$ cat config.mk
export PLATFORM = sky130hd
export DESIGN_NAME = dec_sched
export DESIGN_NICKNAME = d
export VERILOG_FILES = /design/src/rtl/dec_sched_pkg.sv /design/src/rtl/dec_rr_arb.sv /design/src/rtl/dec_sched.sv
export SDC_FILE = /design/constraint.sdc
export NUM_CORES = 1
export LEC_CHECK = 0
export ABC_AREA = 1
export BUFFER_PORTS_ARGS = -buffer_cell sky130_fd_sc_hd__buf_2
export CORE_MARGIN = 3
export CORE_UTILIZATION = 47
export DETAILED_ROUTE_END_ITERATION = 8
export GPL_TIMING_DRIVEN = 0
export PLACE_DENSITY_LB_ADDON = 0.08
export REMOVE_ABC_BUFFERS = 1
export SYNTH_ARGS = -nofsm -noshare
export SYNTH_HDL_FRONTEND = slang
export SYNTH_SLANG_ARGS = --single-unit
$ cat constraint.sdc
create_clock -name clk -period 35.1 [get_ports clk]
set_input_delay 5.265 -clock clk [delete_from_list [all_inputs] [get_ports clk]]
set_output_delay 5.265 -clock clk [all_outputs]
set_load 0.02 [all_outputs]
$ cat src/rtl/dec_sched_pkg.sv
// Shared types and widths for the ADPCM decoder channel scheduler.
// Holds the FSM state encoding and the code and sample widths.
package dec_sched_pkg;

   localparam int CODE_W   = 4;
   localparam int SAMPLE_W = 16;
   localparam int NCH_DEF  = 32;

   typedef enum logic [1:0] {
      S_IDLE,
      S_START,
      S_WAIT,
      S_DONE
   } state_t;

endpackage

$ cat src/rtl/dec_rr_arb.sv
// Rotating-priority encoder: the first pending channel after 'last', wrapping at NCH.
// Purely combinational, no backpressure.
module dec_rr_arb #(
   parameter int NCH = 32,
   parameter int CW  = $clog2(NCH)
) (
   input  logic [NCH-1:0] pending,
   input  logic [CW-1:0]  last,
   output logic [CW-1:0]  grant_idx,
   output logic           grant_vld
);

   logic [CW-1:0] idx;

   always_comb begin
      grant_idx = '0;
      grant_vld = 1'b0;
      idx       = last;
      for (int i = 0; i < NCH; i++) begin
         idx = (idx == CW'(NCH - 1)) ? '0 : idx + CW'(1);
         if (!grant_vld && pending[idx]) begin
            grant_vld = 1'b1;
            grant_idx = idx;
         end
      end
   end

endmodule

$ cat src/rtl/dec_sched.sv
// Round-robin scheduler sharing one ADPCM decoder among NCH channels; optional WAIT abort with DEC_SCHED_TIMEOUT_EN.
// Write to dec_start is 2 cycles, dec_done to out_valid is 1 cycle; a rewrite of a pending channel overwrites it and pulses overrun.
module dec_sched
   import dec_sched_pkg::*;
#(
   parameter int NCH     = NCH_DEF,
   parameter int CW      = $clog2(NCH),
   parameter int TIMEOUT = 255
) (
   input  logic                clk,
   input  logic                reset,
   input  logic                ch_wr,
   input  logic [CW-1:0]       ch_idx,
   input  logic [CODE_W-1:0]   ch_code,
   output logic                dec_start,
   output logic [CW-1:0]       dec_chan,
   output logic [CODE_W-1:0]   dec_code,
   input  logic                dec_done,
   input  logic [SAMPLE_W-1:0] dec_sr,
   output logic                out_valid,
   output logic [CW-1:0]       out_chan,
   output logic [SAMPLE_W-1:0] out_data,
   output logic                overrun,
   output logic                busy,
   output logic                timeout_err
);

   localparam logic [CW:0] NCH_L = (CW + 1)'(NCH);

   state_t            state, state_nxt;
   logic [NCH-1:0]    pending;
   logic [CODE_W-1:0] code_mem [NCH];
   logic [CW-1:0]     last;
   logic [CW-1:0]     grant_idx;
   logic              grant_vld;
   logic              wr_ok;
   logic              capture;
   logic              finish;
   logic              abort;

   assign wr_ok   = ch_wr && ({1'b0, ch_idx} < NCH_L);
   assign capture = (state == S_IDLE) && grant_vld;
   assign finish  = (state == S_WAIT) && dec_done;

   dec_rr_arb #(
      .NCH (NCH),
      .CW  (CW)
   ) u_arb (
      .pending   (pending),
      .last      (last),
      .grant_idx (grant_idx),
      .grant_vld (grant_vld)
   );

`ifdef DEC_SCHED_TIMEOUT_EN
   localparam int TW = (TIMEOUT > 255) ? $clog2(TIMEOUT + 1) : 8;

   logic [TW-1:0] wait_cnt;

   always_ff @(posedge clk) begin
      if (reset || state != S_WAIT) begin
         wait_cnt <= '0;
      end else begin
         wait_cnt <= wait_cnt + TW'(1);
      end
   end

   // WAIT lasts at most TIMEOUT cycles; a done in the last cycle still wins
   assign abort = (state == S_WAIT) && !dec_done && (wait_cnt == TW'(TIMEOUT - 1));
`else
   // Never true for a legal TIMEOUT, so WAIT has no bound in this build
   assign abort = (TIMEOUT < 0);
`endif

   always_ff @(posedge clk) begin
      if (reset) begin
         state <= S_IDLE;
      end else begin
         state <= state_nxt;
      end
   end

   always_comb begin
      state_nxt   = state;
      dec_start   = 1'b0;
      out_valid   = 1'b0;
      busy        = 1'b1;
      timeout_err = 1'b0;
      case (state)
         S_IDLE: begin
            busy = 1'b0;
            if (grant_vld) begin
               state_nxt = S_START;
            end
         end
         S_START: begin
            dec_start = 1'b1;
            state_nxt = S_WAIT;
         end
         S_WAIT: begin
            if (dec_done) begin
               state_nxt = S_DONE;
            end else if (abort) begin
               timeout_err = 1'b1;
               state_nxt   = S_IDLE;
            end
         end
         S_DONE: begin
            out_valid = 1'b1;
            state_nxt = S_IDLE;
         end
         default: begin
            state_nxt = S_IDLE;
         end
      endcase
   end

   // The write follows the capture clear so a same-cycle write to the granted channel re-pends it
   always_ff @(posedge clk) begin
      if (reset) begin
         pending  <= '0;
         for (int i = 0; i < NCH; i++) begin
            code_mem[i] <= '0;
         end
         last     <= CW'(NCH - 1);
         dec_chan <= '0;
         dec_code <= '0;
         out_chan <= '0;
         out_data <= '0;
         overrun  <= 1'b0;
      end else begin
         overrun <= wr_ok && pending[ch_idx] && !(capture && (ch_idx == grant_idx));
         if (capture) begin
            pending[grant_idx] <= 1'b0;
            last               <= grant_idx;
            dec_chan           <= grant_idx;
            dec_code           <= code_mem[grant_idx];
         end
         if (wr_ok) begin
            pending[ch_idx]  <= 1'b1;
            code_mem[ch_idx] <= ch_code;
         end
         if (finish) begin
            out_chan <= dec_chan;
            out_data <= dec_sr;
         end
      end
   end

endmodule

==> flow_metrics.env <==
export IMPL_status="complete, but fails checks"
export IMPL_violations="capacitance limit"
export IMPL_instances_no_fill=4345
export IMPL_cts_tree="done"
export IMPL_start_util=0.477
export IMPL_cap_violations=2
export IMPL_grt_pass1_wl_mm=142
export IMPL_cts_htree_levels=4
export IMPL_drt_total_wl_mm=93.4
export IMPL_ant_nets=0
export IMPL_slew_headroom=0.00472
export IMPL_antenna_found_initial=5
export IMPL_ys_async_sr_fraction=0
export IMPL_hold_viol_final=0
export IMPL_initialDrtViolationCount=3154
export IMPL_fin_ws_ns=3.37
export IMPL_gp_congestion=0.960
export IMPL_drcViolationCount=0
export IMPL_synthMostInstantiatedCell="nand2_1"
export IMPL_synth_top_area_frac=0.164
export IMPL_ys_seq_area_frac=0.224
export IMPL_clk_latency_ns=0.44
export IMPL_dr_pass1_iters=6
export IMPL_grt_pass1_vias=24300
export IMPL_rsz0062_at_grt="no"
export IMPL_worst_path_max_delay_cell="ha_2"
export IMPL_yosys_top_cells_area="edfxtp_1 16%, nand2_1 15%, o21ai_0 12%, a21oi_1 7.9%, nor2_1 6.2%"
export IMPL_final_max_slew_viol_count=0
export IMPL_crit_fanout=57
export IMPL_worst_slew_pin_slew_ns=1.48
export IMPL_start_kind="flop"
export IMPL_reg2reg_slack_ns=3.37
export IMPL_die_y_um=229
export IMPL_die_x_um=229
export IMPL_cts_made_buffers=17
export IMPL_routedWlPerCell_um=21.5
export IMPL_slowest_delay_ns=0.68
export IMPL_postCtsSetupBuffers=0
export IMPL_hold_class="reg -> reg"
export IMPL_critPathLaunch="last[0]"
export IMPL_syn2layout_area_growth_pct=4.11
export IMPL_rows=81
export IMPL_synthesis_instances=3864
export IMPL_synth_edf_count=128
export IMPL_yosysUniqueCellTypes=61
export IMPL_die_area_um2=52400
export IMPL_cp_required_ns=35.49
export IMPL_whs_path_depth=2
export IMPL_overflow=0
export IMPL_reg2reg_to="dec_code[1]"
export IMPL_syn_area_um2=23400
export IMPL_cts_sinks=198
export IMPL_yosysTopAreaCell="edfxtp_1"
export IMPL_finClkSkew_ns=0.00680
export IMPL_max_freq_ghz=0.0315
export IMPL_io_pins=64
export IMPL_cp_common_cell="nor2_1"
export IMPL_viasPerCell=6.25
export IMPL_end_kind="flop"
export IMPL_clockRootBuffer="clkbuf_16"
export IMPL_hold_path_endpoint="out_data[15]"
export IMPL_worstPathArrival_ns=32.12
export IMPL_drive_gt1_frac=0.0883
export IMPL_ys_flop_type="edfxtp_1"
export IMPL_grt_max_degree=87
export IMPL_syn_avg_cell_area_um2=6.05
export IMPL_vias=27100
export IMPL_clock_path_buffers=2
export IMPL_numPlacedInstances=4308
export IMPL_hold_start="out_data[15]"
export IMPL_rr_startpoint="last[0]"
export IMPL_clk_pin_slew_ns=0.07
export IMPL_track_usage=0.340
export IMPL_yosysWarningCount=0
export IMPL_ys_top_cells_by_count="944 x nand2_1, 581 x o21ai_0, 384 x nor2_1, 371 x a21oi_1, 269 x inv_1"
export IMPL_setup_viol=0
export IMPL_timing_hold_ws_ns=0.479
export IMPL_nets=3737
export IMPL_timing_final_crit_share=0.904
export IMPL_r2r_cells=161
export IMPL_pre_cts_slack_ns=-2.55
export IMPL_fin_crit_ns=31.73
export IMPL_core_area_um2=49100
export IMPL_path_class="reg -> reg"
export IMPL_synth_seq_cells=198
export IMPL_dpl_hpwl_mm=58.9
export IMPL_port_buffers=62
-- flip-flops by register name, summed over array words and instances, names as in the netlist --
signal    cells
code_mem    128
dec_chan      5
dec_code      4
last          5
out_chan      5
out_data     16
overrun       1
pending      32
state         2
-- worst max-delay path by stage --
stage	endpoint	depth (start not counted)
2_1_floorplan	dec_code[0]	136
3_3_place_gp	dec_code[2]	136
3_5_place_dp	dec_code[2]	158
4_1_cts	dec_code[2]	155
5_1_grt	dec_code[1]	161
6_report	dec_code[1]	161
-- area by class of cell --
type | instances | area, um2
timing repair buffer | 82 | 800
clock buffer | 24 | 484
clock inverter | 8 | 72.6
inverter | 314 | 1200
tap | 664 | 831
fill | 5160 | 24700
multi-input combinational | 3054 | 15700
sequential | 198 | 5270
antenna | 1 | 2.50
-- stage by stage --
stage	cell area, um2	utilization	setup TNS (ns)
after CTS	24200	0.493	0
after global placement	23200	0.472	-660.34
after floorplan	22000	-	-6.41
after global routing	24300	0.496	0
final	24300	0.496	0
after detailed placement	23600	0.481	-99.25
-- repair_timing --
| action | in CTS | in global routing |
|---|---|---|
| hold buffers | 0 | 0 |
| gates resized for setup | 6 | 14 |
| setup endpoints to repair | 49 | 49 |
-- cell families after synthesis --
kind of cell	Yosys count	share of synthesized area
AND/OR/NAND/NOR	1746	0.340
AO/OA/AOI/OAI	1263	0.303
buffers and inverters	612	0.109
flip-flops	198	0.224
adder cells (fa/ha/maj)	41	0.0219
multiplexers	2	0.000856
other	1	0.000160
XOR/XNOR	1	0.000375
-- worst max-delay path, delay by kind of cell (launching register included) --
family,cells,cell delay (ns)
flip-flops,1,0.47
AND/OR/NAND/NOR,107,20.73
buffers and inverters,35,5.71
adder cells (fa/ha/maj),19,4.66
-- layout by cell type (no fill, tap or decap), types with 4 or more instances in the layout --
cell	synthesis	routed
dfxtp_1	70	54
clkinv_1	18	14
a22oi_1	25	25
a31oi_1	51	51
nor2_1	384	373
buf_12	5	6
buf_16	0	13
nor2_2	5	8
nand2_4	10	10
a221oi_1	15	15
inv_1	269	264
nand3_4	25	25
clkbuf_16	0	18
inv_4	0	4
a21oi_1	371	371
o22ai_1	38	38
edfxtp_1	128	128
clkbuf_1	242	4
nand4_1	40	40
o2111ai_1	6	6
nand3_1	213	213
nand2_1	944	942
a221o_1	14	14
nand2_2	42	43
buf_2	15	62
o221ai_1	16	16
clkinv_2	1	6
inv_2	24	29
nor2_4	2	10
nor3_1	17	17
or2_2	5	5
o21ai_0	581	581
ha_1	41	39
o211ai_1	127	127
dfxtp_2	0	16
nand3_2	44	44
-- per-layer routing --
metal  up-vias  track usage  part of all wire
met4         8        0.178             0.063
met5         -            0           0.00058
li1      12900            -                 -
met3       355       0.0542             0.099
met2      1502        0.548              0.44
met1     12400        0.440              0.39
Power is left out: the tool's default activity adds up to more than one toggle a clock period on the data nets, which glitch-free logic cannot reach.
